`src/rtl/sub_pkg.sv`:
```
// Shared definitions for the serial subtractor.
//   sub_state_t : controller states (IDLE, BUSY, DONE)
//   clog2_min1  : ceil(log2(n)) clamped to at least 1, used to size counters
package sub_pkg;

  typedef enum logic [1:0] {
    IDLE,
    BUSY,
    DONE
  } sub_state_t;

  function automatic int unsigned clog2_min1(input int unsigned n);
    int unsigned w;
    w = 0;
    while ((64'd1 << w) < 64'(n)) w++;
    return (w == 0) ? 1 : w;
  endfunction

endpackage

```
`src/rtl/digit_subtractor.sv`:
```
// Combinational DIGIT-bit ripple-borrow subtractor: d = x - y - bi.
// Ports:
//   x, y : DIGIT-bit minuend / subtrahend digits
//   bi   : borrow in
//   d    : DIGIT-bit difference digit
//   bo   : borrow out of the most significant cell
module digit_subtractor #(
  parameter int unsigned DIGIT = 2
) (
  input  logic [DIGIT-1:0] x,
  input  logic [DIGIT-1:0] y,
  input  logic             bi,
  output logic [DIGIT-1:0] d,
  output logic             bo
);

  // Chain of full-subtractor cells, LSB first.
  always_comb begin : chain
    logic brw;
    brw = bi;
    d   = '0;
    for (int unsigned i = 0; i < DIGIT; i++) begin
      d[i] = x[i] ^ y[i] ^ brw;
      brw  = (~x[i] & y[i]) | (~(x[i] ^ y[i]) & brw);
    end
    bo = brw;
  end

endmodule

```
`src/rtl/serial_subtractor.sv`:
```
// Multi-cycle subtractor computing a - b - bin, DIGIT bits per clock,
// LSB digit first, with the borrow registered between digits.
// Ports:
//   clk, rst : clock, synchronous active-high reset
//   start    : request, honoured only in IDLE or DONE
//   a, b     : WIDTH-bit operands, captured on an accepted start
//   bin      : borrow in, captured on an accepted start
//   busy     : digits being processed
//   done     : one-cycle pulse, result valid
//   diff     : WIDTH-bit result, held until the next operation completes
//   bout     : unsigned borrow out (a < b + bin)
//   ovf      : two's-complement overflow of a - b - bin
module serial_subtractor
  import sub_pkg::*;
#(
  parameter int unsigned WIDTH = 8,
  parameter int unsigned DIGIT = 2
) (
  input  logic             clk,
  input  logic             rst,
  input  logic             start,
  input  logic [WIDTH-1:0] a,
  input  logic [WIDTH-1:0] b,
  input  logic             bin,
  output logic             busy,
  output logic             done,
  output logic [WIDTH-1:0] diff,
  output logic             bout,
  output logic             ovf
);

  localparam int unsigned K  = WIDTH / DIGIT;
  localparam int unsigned CW = clog2_min1(K);

  sub_state_t       state_q, state_d;
  logic [CW-1:0]    count_q;
  logic [WIDTH-1:0] a_sh, b_sh;
  logic [WIDTH-1:0] res_q, res_next;
  logic             borrow_q;
  logic             a_msb, b_msb;
  logic [DIGIT-1:0] dig_d;
  logic             dig_bo;
  logic             accept;
  logic             last;

  // Operands are shifted right each digit, so the active digit is always
  // in the low DIGIT bits.
  digit_subtractor #(
    .DIGIT(DIGIT)
  ) u_digit (
    .x (a_sh[DIGIT-1:0]),
    .y (b_sh[DIGIT-1:0]),
    .bi(borrow_q),
    .d (dig_d),
    .bo(dig_bo)
  );

  always_comb begin
    accept   = start && ((state_q == IDLE) || (state_q == DONE));
    last     = (count_q == CW'(K - 1));
    res_next = res_q;
    res_next[count_q * DIGIT +: DIGIT] = dig_d;
  end

  always_comb begin
    state_d = state_q;
    case (state_q)
      IDLE:    if (start) state_d = BUSY;
      BUSY:    if (last) state_d = DONE;
      DONE:    state_d = start ? BUSY : IDLE;
      default: state_d = IDLE;
    endcase
    busy = (state_q == BUSY);
    done = (state_q == DONE);
  end

  always_ff @(posedge clk) begin
    if (rst) state_q <= IDLE;
    else     state_q <= state_d;
  end

  always_ff @(posedge clk) begin
    if (rst) begin
      count_q  <= '0;
      a_sh     <= '0;
      b_sh     <= '0;
      res_q    <= '0;
      borrow_q <= 1'b0;
      a_msb    <= 1'b0;
      b_msb    <= 1'b0;
      diff     <= '0;
      bout     <= 1'b0;
      ovf      <= 1'b0;
    end else if (accept) begin
      count_q  <= '0;
      a_sh     <= a;
      b_sh     <= b;
      res_q    <= '0;
      borrow_q <= bin;
      a_msb    <= a[WIDTH-1];
      b_msb    <= b[WIDTH-1];
    end else if (state_q == BUSY) begin
      count_q  <= count_q + CW'(1);
      a_sh     <= a_sh >> DIGIT;
      b_sh     <= b_sh >> DIGIT;
      res_q    <= res_next;
      borrow_q <= dig_bo;
      // Outputs are published only once the final digit is in.
      if (last) begin
        diff <= res_next;
        bout <= dig_bo;
        ovf  <= (a_msb != b_msb) && (res_next[WIDTH-1] != a_msb);
      end
    end
  end

endmodule

```
`config.mk`:
```
export PLATFORM = sky130hd
export DESIGN_NAME = serial_subtractor
export DESIGN_NICKNAME = d
export VERILOG_FILES = /design/src/rtl/sub_pkg.sv /design/src/rtl/digit_subtractor.sv /design/src/rtl/serial_subtractor.sv
export SDC_FILE = /design/constraint.sdc
export NUM_CORES = 1
export LEC_CHECK = 0
export BUFFER_PORTS_ARGS = -buffer_cell sky130_fd_sc_hd__buf_4
export CORE_UTILIZATION = 55
export CTS_CLUSTER_DIAMETER = 30
export CTS_CLUSTER_SIZE = 12
export DETAILED_ROUTE_END_ITERATION = 6
export GPL_TIMING_DRIVEN = 0
export PLACE_DENSITY_LB_ADDON = 0.15
export SLEW_MARGIN = 20
export SYNTH_ARGS = -nofsm -noshare
export SYNTH_HDL_FRONTEND = slang
export SYNTH_SLANG_ARGS = --single-unit
```
`constraint.sdc`:
```
create_clock -name clk -period 3.21 [get_ports clk]
set_clock_uncertainty 0.15 [all_clocks]
set_input_delay 0.642 -clock clk [delete_from_list [all_inputs] [get_ports clk]]
set_output_delay 0.642 -clock clk [all_outputs]
set_load 0.005 [all_outputs]
```
# After elaboration in Yosys (flattened, before gate mapping)
# Index checks and enable logic that the tools add are counted.
# totals
input_bits	20
romBits	0
memories	0
output_inout_bits	12
regBits	41
latch_bits	0
mem_bits_rw	0
# op_classes
eq_ne	7
add_sub_neg	2
n_shift	2
div	0
n_mul	0
mux	11
order_cmp	0
bitwise	15
reduce_logical	8
# op_table
op	count
$neg 3->34	1
$shift 2x34->8 const A	1
$shiftx 2x34->8	1
$mux 8	4
$bwmux 8	1
$pmux 2 s3	1
$not 1->1	5
$and 1x1->1	4
$eq 2x2->1 const B	2
$mux 2	2
$xor 1x1->1	4
$mux 1	3
$reduce_and 3->1	1
$add 2x1->2 const B	1
$eq 2x1->1 const B	1
$logic_and 1x1->1	2
$logic_not 2->1	1
$ne 1x1->1	2
$ne 2x1->1 const B	1
$ne 2x2->1 const B	1
$or 1x1->1	2
$reduce_and 2->1	1
$reduce_bool 2->1	1
$reduce_or 2->1	1
$logic_or 1x1->1	1

# Longest topological paths before layout
# Gate-level depths: netlist of the first run.
# depth
ltp_word	9
mapped_depth	7
mapped_depth_nobuf	6

# Hierarchy
# A second synthesis of the first run with hierarchy kept.
# unflattened
cells_unflattened	207
hier_area_um2	1863.0
# modules_own_cells
mod	instances	cells_each	seq_area_each_um2	area_per_inst_um2
serial_subtractor	1	200	820.8	1804.2
digit_subtractor	1	7	0.0	58.8

# Least setup slack after synthesis of the first run
# Ideal clock, no wire load.
# synth_timing
path_type	register to register
from	register a_sh[0]
to	register ovf
setup_slack_ps	1062
arrival_ps	1931
required_time_ps	2994
path_stages_with_launch	7
cell_sequence	dfxtp_1 > inv_1 > fa_1 > fa_1 > nor4b_4 > a2111o_1 > a21oi_2
# synth_between
elab_chain_cells	9
elab_cells_between_ends	12
classes_between	eq/ne (1); shift (1); mux (1); bitwise (8); reduce/logical (1)
# synth_lines
element	line_no	text
start, declared	serial_subtractor.sv:37	logic [WIDTH-1:0] a_sh, b_sh;
start signal, assigned	serial_subtractor.sv:104	a_sh <= a_sh >> DIGIT;
$xor 1x1->1	digit_subtractor.sv:23, digit_subtractor.sv:24	
$not 1->1	digit_subtractor.sv:24	brw = (~x[i] & y[i]) | (~(x[i] ^ y[i]) & brw);
$and 1x1->1	digit_subtractor.sv:24	
$or 1x1->1	digit_subtractor.sv:24	
$xor 1x1->1	digit_subtractor.sv:23	d[i] = x[i] ^ y[i] ^ brw;
$shiftx 2x34->8 *	serial_subtractor.sv:62	res_next[count_q * DIGIT +: DIGIT] = dig_d;
$bwmux 8 *	serial_subtractor.sv:62	
$ne 1x1->1 *	serial_subtractor.sv:112	ovf <= (a_msb != b_msb) && (res_next[WIDTH-1] != a_msb);
$logic_and 1x1->1 *	serial_subtractor.sv:112	
end signal, assigned	serial_subtractor.sv:112	
end, declared	serial_subtractor.sv:29	output logic ovf
# Every way passes the cells marked *; elsewhere a longest branch is shown, timed or not.
# A chain may end at the register's enable or synchronous reset.

# Worst setup path after layout of the first run
# Ends and elaborated chain as after synthesis.

==> results_dict.tcl, run 1 <==
set metrics [dict create \
    initial_core_util_pct 57.7 \
    worst_slew_pin_slew_ns 0.568 \
    num_vias 1619 \
    clk_path_buf_depth 2 \
    drc 0 \
    slowest_delay_ns 0.61 \
    power_density_nw_per_um2 477 \
    die_y_um 61.2 \
    rsz0062_at_grt "no" \
    syn_area_per_cell_sq_um 9.34 \
    postCtsSetupBuffers 0 \
    crit_chain "inv_1 -> fa_1 -> fa_1 -> nor4b_4 -> a2111o_1 -> a21oi_2" \
    placed_area_sq_um 2210 \
    drt-vias-per-instance 5.56 \
    yosys_register_bits 41 \
    cts.clk_slew.worst_paths_ns 0.13 \
    firstDrtPassIters 4 \
    switching_power_uw 295 \
    layout_min_cycle_time_ns 2.28 \
    seqCellArea_sq_um 821 \
    fin_cells 291 \
    cp_max_fo 3 \
    status "complete, no violations" \
    worstPathArrival_ns 2.43 \
    dp_cells 283 \
    slew_headroom_pct 62.1 \
    drive_gt1_share_pct 26.9 \
    ant_nets 0 \
    critPathCaptureType "register" \
    grt_overflow 0 \
    cp-start-kind "register" \
    port_buffers 31 \
    area_delta_synth_final_pct 19.7 \
    fill_cells 279 \
    crit_buf_inv 1 \
    drtIter0Drc 87 \
    hold_violations 0 \
    ir_worst_vdd_v 0.000321 \
    cp.required_ns 3.35 \
    num_rows 21 \
    seqPwrFrac_pct 50.2 \
    grt_pass1_wl_um 6820 \
    syn_nets 234 \
    cts_tree "yes" \
    synth-warning-count 0 \
    syn_inst 206 \
    critPathSlowestCell "fa_1" \
    final_common_cell "dfxtp_1" \
    grt_max_degree 14 \
    clock.fmax_ghz 0.438 \
    synth_area_sq_um 1920 \
    period_share_pct 71.2 \
    insertion_delay_ns 0.36 \
    setup-violations-final 0 \
    clockRootBuffer "clkbuf_4" \
    die_area_sq_um 3740 \
    hpwl_um 2960 \
    die_x_um 61.2 \
    cts_sinks 41 \
    ys_seq_area_share_pct 42.7 \
    ys_types 36 \
    fin_area_sq_um 2300 \
    clock_power_share_pct 33.0 \
    nNetsFinal 272 \
    hold_buffers 0 \
    gp_congestion 0.768 \
    grt_pass1_vias 1444 \
    drv_cap 0 \
    p_leak_uw 0.000912 \
    finalSetupTns_ns 0 \
    io_pins 32 \
    htreeDepth 2 \
    numCtsBuffers 5 \
    critical-path-top-delay-family "adder cells" \
    multi_input_area_sq_um 963 \
    layout_common_cells "dfxtp_1 (41), buf_4 (34), nor2_1 (24)" \
    track_usage_pct 25.4 \
    wl_um 4160 \
    switching_share_pct 26.9 \
    hp-class "reg -> reg" \
    core_sq_um 3340 \
    antenna_cells 0 \
    path_common_cell "fa_1" \
    power_frac_comb_pct 16.8 \
    crit_type "reg -> reg" \
    cts_resized 0 \
    finalMaxSlewViolations 0 \
    routedWlPerCell_um 14.3 \
    antenna_found_initial 0 \
    p_int_uw 803 \
]
## power groups by stage
stage | sequential, uW | clock (uW) | combinational, uW
floorplan | 558 | 0 | 133
global placement | 562 | 0 | 181
detailed placement | 563 | 0 | 183
CTS | 551 | 364 | 185
global route | 555 | 382 | 205
finish | 552 | 362 | 185
## through the flow
step                      hold slack (ns)  total power (uW)  setup WS, ns  util [%]
after floorplan                     0.298               692          1.06         -
after global placement              0.301               743         0.975      66.4
after detailed placement            0.304               746         0.965      66.4
after CTS                           0.322              1100         0.928      69.0
after global routing                0.344              1140         0.824      69.0
final                               0.315              1100         0.926      69.0
## routing by layer
metal / vias up / global-route usage (%) / routed length, um
li1: 811 / - / -
met1: 759 / 31.0 / 1820
met2: 40 / 43.2 / 2060
met3: 9 / 4.62 / 171
met4: 0 / 12.0 / 107
met5: - / 0 / 0
## final cells by class
class / count / area share (%)
buffer: 17 / 5.11
tap: 46 / 2.50
sequential: 41 / 35.6
inverter: 6 / 0.978
multi-input combinational: 142 / 41.8
clock inverter: 2 / 1.63
clock buffer: 6 / 2.23
timing repair buffer: 31 / 10.1
## worst paths after layout
check / slack, ns / to / start / cells past startpoint
setup / recovery: 0.93 / ovf / a_sh[0] / 6
hold / removal: 0.32 / bout / bout / 2
setup reg to reg: 0.93 / ovf / a_sh[0] / 6
hold reg to reg: 0.32 / bout / bout / 2
## flip-flops by register name (all words and copies together), names as in the netlist
signal,flops
count_q,2
a_sh,8
b_msb,1
b_sh,8
ovf,1
borrow_q,1
res_q,8
diff,8
a_msb,1
state_q,2
bout,1
## kinds of logic (layout without fill, tap and decap cells)
family                   Yosys count  after routing  synth area share, %
AND/OR/NAND/NOR                   76             76                 21.1
AO/OA/AOI/OAI                     54             54                 20.9
flip-flops                        41             41                 42.7
buffers and inverters             23             62                 7.28
adder cells (fa/ha/maj)            8              8                 5.98
multiplexers                       4              4                 2.08
## cells in the mapped netlist (all sizes together)
master	number	share of area, %
buf	14	5.5
a21oi	16	4.6
a211oi	16	6.8
a221oi	1	0.46
and3b	2	0.91
clkbuf	3	0.59
nor4b	4	3.6
a41oi	2	0.91
a311oi	5	2.9
nor2	24	4.7
dfxtp	41	43
ha	6	3.9
nand2b	3	0.98
nor3	5	1.3
a31oi	2	0.65
nor2b	7	2.3
nand3	9	2.3
nand3b	1	0.39
o22ai	3	0.98
a2111o	1	0.59
a22oi	6	2.3
nand2	19	3.7
and2b	2	0.91
mux2i	4	2.1
fa	2	2.1
o21bai	1	0.39
inv	6	1.2
o21a	1	0.39
## worst reg2reg max path, cell delays in order (launching register included)
cell      delay [ns]
dfxtp_1         0.33
inv_1           0.06
fa_1            0.43
fa_1            0.61
nor4b_4         0.09
a2111o_1        0.43
a21oi_2         0.11
(Power assumes the default switching activity.)
==> run 2: changes to the inputs <==
--- a/config.mk
+++ b/config.mk
@@ -5,8 +5,9 @@
 export SDC_FILE = /design/constraint.sdc
 export NUM_CORES = 1
 export LEC_CHECK = 0
+export ABC_AREA = 1
 export BUFFER_PORTS_ARGS = -buffer_cell sky130_fd_sc_hd__buf_4
-export CORE_UTILIZATION = 55
+export CORE_UTILIZATION = 50
 export CTS_CLUSTER_DIAMETER = 30
 export CTS_CLUSTER_SIZE = 12
 export DETAILED_ROUTE_END_ITERATION = 6
==> constraint.sdc (replaced) <==
create_clock -name clk -period 1.9 [get_ports clk]
set_clock_uncertainty 0.15 [all_clocks]
set_input_delay 0.38 -clock clk [delete_from_list [all_inputs] [get_ports clk]]
set_output_delay 0.38 -clock clk [all_outputs]
set_load 0.005 [all_outputs]
==> results_dict.tcl, run 2 <==
set metrics [dict create \
    clk_path_buf_depth 2 \
    hold_path_end "state_q[0]" \
    layout_min_cycle_time_ns 2.01 \
    r2r-end "diff[3]" \
    crit_chain "fa_2 -> fa_1 -> nor2_2 -> buf_4 -> nand2_1 -> o22ai_2 -> o21ai_1 -> inv_1" \
    setup-violations-final 8 \
    hold_path_startpoint "rst" \
    critPathSlowestCell "fa_1" \
    numCtsBuffers 5 \
    synth_compound_area_share_pct 20.9 \
    period_share_pct 106 \
    ys.flop_type "dfxtp_1" \
    num_rows 22 \
    layout_common_cells "dfxtp_1 (40), nand2_1 (39), inv_1 (38)" \
    synth_top_family_by_area "compound AO/OA/AOI/OAI gates" \
    yosysMostFrequentCell "dfxtp_1" \
    async_reset_ff_share_pct 0 \
    die_area_sq_um 4120 \
    gp_congestion 0.797 \
    area_delta_synth_final_pct 22.7 \
    syn_nets 279 \
    synth_xor_area_share_pct 0 \
    status "finished with violations" \
    synth_area_sq_um 1930 \
    nNetsFinal 319 \
    hp-class "in -> reg" \
    cp_max_fo 2 \
    wl_um 4080 \
    syn_area_per_cell_sq_um 7.70 \
    reg2reg_depth 8 \
    p_total_uw 1850 \
    finalMaxSlewViolations 0 \
    cts_tree "yes" \
    whs_path_depth 2 \
    syn_inst 251 \
    antenna_cells 0 \
    num_vias 1689 \
    io_pins 32 \
    crit_type "reg -> reg" \
    core_sq_um 3690 \
    ant_nets 0 \
    insertion_delay_ns 0.30 \
    drtIter0Drc 48 \
    ys_types 29 \
    grt_pass1_wl_um 7160 \
    synth_top_area_cell "dfxtp_1" \
    drc 0 \
    htreeDepth 2 \
    initial_core_util_pct 52.4 \
    drv_cap 0 \
    cp.required_ns 1.95 \
    violations "setup timing" \
    critPathCaptureType "register" \
    final_common_cell "dfxtp_1" \
    worst_slew_pin_slew_ns 0.504 \
    p_leak_uw 0.00113 \
    yosys.area_share.simple_pct 18.3 \
    firstDrtPassIters 4 \
    slew_headroom_pct 66.4 \
    die_x_um 64.2 \
    cts_sinks 41 \
    cts.clk_slew.worst_paths_ns 0.08 \
    slowest_delay_ns 0.54 \
    setup_slack_ns -0.114 \
    antenna_found_initial 0 \
    drive_gt1_share_pct 25.7 \
    track_usage_pct 22.7 \
    final_util_pct 64.3 \
    worstPathArrival_ns 2.07 \
    r2r-start "borrow_q" \
    port_buffers 31 \
    hold_buffers 0 \
    drt-vias-per-instance 4.97 \
    die_y_um 64.2 \
    power_density_nw_per_um2 779 \
    synth_top_area_share_pct 42.5 \
    cp-start-kind "register" \
    hold_violations 0 \
    clockRootBuffer "clkbuf_8" \
    yosys_register_bits 41 \
    ys_seq_area_share_pct 42.5 \
    yosys-top-cells-count "dfxtp_1 (41), nand2_1 (40), inv_1 (39), nor2_1 (21), o21ai_0 (21)" \
    routedWlPerCell_um 12.0 \
    clock.fmax_ghz 0.496 \
    grt_max_degree 14 \
    hpwl_um 2950 \
    grt_pass1_vias 1639 \
    synth-warning-count 0 \
    synth-edff-count 0 \
    synthMuxAreaShare_pct 0 \
    synth.top_cells.by_area "dfxtp_1 (42%), nand2_1 (7.8%), inv_1 (7.6%)" \
    r2r_slack_ns -0.11 \
    synth_adder_area_share_pct 5.95 \
    rsz0062_at_grt "yes" \
    grt_overflow 0 \
    ir_worst_vdd_v 0.000565 \
]
==> run 2: changes by cell type after synthesis, sizes merged, moves of 3 or more <==
cell and delta:
o21ai +33, mux2i -4, buf -5, a211oi -13
nor2b -7, o21a +6, nor4b -4, nand2 +25
a22oi -6, inv +35, nand2b -3, nor3 -3
a311oi -5
==> run 2: worst max-delay path, delay by kind of cell, from the launching register on <==
kind	cells	cell delay, ns
AO/OA/AOI/OAI	2	0.20
adder cells (fa/ha/maj)	2	0.92
buffers and inverters	2	0.17
flip-flops	1	0.34
AND/OR/NAND/NOR	2	0.13
==> run 2: power breakdown <==
| group | switching (uW) | total (uW) | internal [uW] |
|---|---|---|---|
| Sequential | 27.2 | 936 | 909 |
| Clock | 319 | 573 | 254 |
| Combinational | 194 | 338 | 144 |
==> run 2: logic make-up after synthesis <==
family	count (synthesis)
AO/OA/AOI/OAI	69
flip-flops	41
AND/OR/NAND/NOR	80
adder cells (fa/ha/maj)	8
buffers and inverters	53
==> run 2: worst max-delay path by stage <==
| stage | startpoint | endpoint |
|---|---|---|
| after global routing | borrow_q | diff[3] |
| final | borrow_q | diff[3] |
| after CTS | borrow_q | diff[3] |
| after floorplan | borrow_q | ovf |
| after detailed placement | a_sh[0] | ovf |
| after global placement | borrow_q | ovf |
==> run 2: cell type report <==
cell class / instances / area (sq um)
well taps: 48 / 60.1
clock inverters: 3 / 17.5
flip-flops and latches: 41 / 822
plain buffers: 11 / 82.6
clock buffers: 5 / 68.8
multi-input cells: 157 / 912
inverters: 42 / 160
repair buffers: 33 / 248
fillers: 349 / 1320
==> run 2: per-layer routing <==
layer | track usage, % | routed length, um | share of wire, %
met5 | 0 | 0 | 0
met4 | 7.78 | 38 | 0.93
met3 | 6.43 | 134 | 3.3
met2 | 39.8 | 2040 | 50
met1 | 26.3 | 1870 | 46
==> run 2: repair_timing <==
item                       4_1_cts  5_1_grt
pin swaps                        5        1
setup buffers                    1        1
setup endpoints to repair        9       18
gates resized for setup          9        4
==> run 2: per-stage QoR <==
step                      instances  setup TNS (ns)  cell area (sq um)  hold WS, ns  worst slack, ns
after CTS                       339          -0.521               2350        0.102           -0.109
after floorplan                 251         -0.0320               1940        0.289          -0.0320
after detailed placement        330           -1.06               2240        0.306           -0.211
final                           340          -0.746               2370        0.108           -0.114
after global routing            340           -2.00               2370        0.101           -0.195
after global placement          330          -0.917               2240        0.298           -0.196
==> run 3: changes to the inputs <==
--- a/config.mk
+++ b/config.mk
@@ -7,7 +7,9 @@
 export LEC_CHECK = 0
 export ABC_AREA = 1
 export BUFFER_PORTS_ARGS = -buffer_cell sky130_fd_sc_hd__buf_4
-export CORE_UTILIZATION = 50
+export CELL_PAD_IN_SITES_DETAIL_PLACEMENT = 1
+export CELL_PAD_IN_SITES_GLOBAL_PLACEMENT = 1
+export CORE_UTILIZATION = 36
 export CTS_CLUSTER_DIAMETER = 30
 export CTS_CLUSTER_SIZE = 12
 export DETAILED_ROUTE_END_ITERATION = 6
==> results_dict.tcl, run 3 (synthesis results as in run 2) <==
set metrics [dict create \
    die_y_um 75.3 \
    period_share_pct 106 \
    critPathCaptureType "register" \
    cp.required_ns 1.95 \
    layout_common_cells "inv_1 (38), nand2_1 (38), dfxtp_1 (38)" \
    core_sq_um 5140 \
    drtIter0Drc 48 \
    track_usage_pct 19.6 \
    layout_min_cycle_time_ns 2.01 \
    r2r-start "borrow_q" \
    grt_pass1_vias 1734 \
    numCtsBuffers 5 \
    cts_sinks 41 \
    antenna_found_initial 0 \
    violations "setup timing" \
    drt-vias-per-instance 4.79 \
    fin_area_sq_um 2470 \
    ir_worst_vdd_v 0.000439 \
    antenna_cells 0 \
    area_delta_synth_final_pct 27.8 \
    drc 0 \
    cts_tree "yes" \
    clock_power_share_pct 32.9 \
    port_buffers 31 \
    p_leak_uw 0.00116 \
    ant_nets 0 \
    firstDrtPassIters 4 \
    wl_um 4850 \
    die_x_um 75.3 \
    cts.clk_slew.worst_paths_ns 0.08 \
    worstPathArrival_ns 2.05 \
    hpwl_um 3500 \
    path_common_cell "nor2_1" \
    slew_headroom_pct 62.2 \
    nNetsFinal 319 \
    clock.fmax_ghz 0.498 \
    htreeDepth 2 \
    worst_slew_pin_slew_ns 0.568 \
    p_int_uw 1400 \
    hold_path_startpoint "rst" \
    r2r_slack_ns -0.11 \
    num_rows 26 \
    power_density_nw_per_um2 795 \
    drive_gt1_share_pct 29.1 \
    grt_use_met2_pct 35.0 \
    use_met3_pct 3.75 \
    grt_pass1_wl_um 8120 \
    crit_buf_inv 0 \
    power_frac_comb_pct 19.3 \
    clk_path_buf_depth 2 \
    drv_cap 0 \
    cp_max_fo 3 \
    hold_buffers 0 \
    setup-violations-final 9 \
    gp_congestion 0.763 \
    seqPwrFrac_pct 47.8 \
    die_area_sq_um 5670 \
    crit_type "reg -> reg" \
    crit_chain "fa_2 -> fa_1 -> nor2_2 -> nand3_2 -> nand3_1 -> nand2_1 -> nor2_1 -> nor2_1" \
    routedWlPerCell_um 13.4 \
    grt_max_degree 13 \
    grt_overflow 0 \
    critPathSlowestCell "fa_1" \
    setup_slack_ns -0.109 \
    slowest_delay_ns 0.48 \
    finalMaxSlewViolations 0 \
    io_pins 32 \
    cp-start-kind "register" \
    critical-path-top-delay-family "adder cells" \
    insertion_delay_ns 0.30 \
    rsz0062_at_grt "yes" \
    startpoint "borrow_q" \
    switching_share_pct 28.7 \
    num_vias 1734 \
    switching_power_uw 564 \
    placed_area_sq_um 2260 \
    hp-class "in -> reg" \
    initial_core_util_pct 37.6 \
    clockRootBuffer "clkbuf_8" \
    status "finished with violations" \
    hold_violations 0 \
    grtUsageMet1_pct 23.3 \
    hold_ws_ns 0.102 \
    busiest_layer "met2" \
]
==> run 3: cell types whose count changed in the layout (fill, tap and decap cells not counted), sizes merged <==
cell      delta
buf          +1
clkinvlp     -1
clkinv       -1
clkbuf       +1
==> run 3: layout make-up <==
type / count / area (sq um)
timing repair buffer: 33 / 251
tap: 70 / 87.6
buffer: 11 / 82.6
clock buffer: 7 / 96.3
clock inverter: 1 / 5.00
fill: 668 / 2670
inverter: 42 / 161
sequential: 41 / 825
multi-input combinational: 157 / 961
==> run 3: power groups by stage <==
stage	Combinational (uW)	Sequential [uW]	Clock, uW
after global routing	425	944	692
after floorplan	225	950	0
after global placement	323	955	0
after CTS	352	938	666
after detailed placement	329	957	0
final	379	938	647
==> run 3: layer usage <==
layer / vias up / part of all wire [%]
met3: 7 / 3.1
li1: 885 / -
met1: 812 / 46
met2: 30 / 49
met5: - / 0
met4: 0 / 1.5
==> run 3: metrics by stage <==
stage | std cells | total power [uW] | setup TNS (ns) | util, % | worst slack (ns)
after global routing | 362 | 2060 | -1.41 | 48.1 | -0.212
final | 362 | 1960 | -0.580 | 48.1 | -0.109
after detailed placement | 352 | 1290 | -1.37 | 44.1 | -0.205
after floorplan | 251 | 1170 | -0.0320 | - | -0.0320
after CTS | 362 | 1960 | -0.643 | 47.0 | -0.0987
after global placement | 352 | 1280 | -1.03 | 44.1 | -0.182
==> run 3: repair_timing <==
item	CTS	global route
setup endpoints to repair	10	17
resized for setup	13	15
setup buffers	2	0
pin swaps	4	3
endpoints found under the hold margin	0	0
==> run 3: worst paths after layout <==
kind                                   end  cells past startpoint
worst min-delay path            state_q[0]                      2
worst max register to register         ovf                      8
worst max-delay path                   ovf                      8
worst min register to register     b_sh[6]                      2
==> run 3: worst register-to-register path: stages (launching register included) <==
cell and delay (ns):
dfxtp_2 0.34, fa_2 0.39, fa_1 0.48, nor2_2 0.16
nand3_2 0.11, nand3_1 0.08, nand2_1 0.05, nor2_1 0.10
nor2_1 0.04
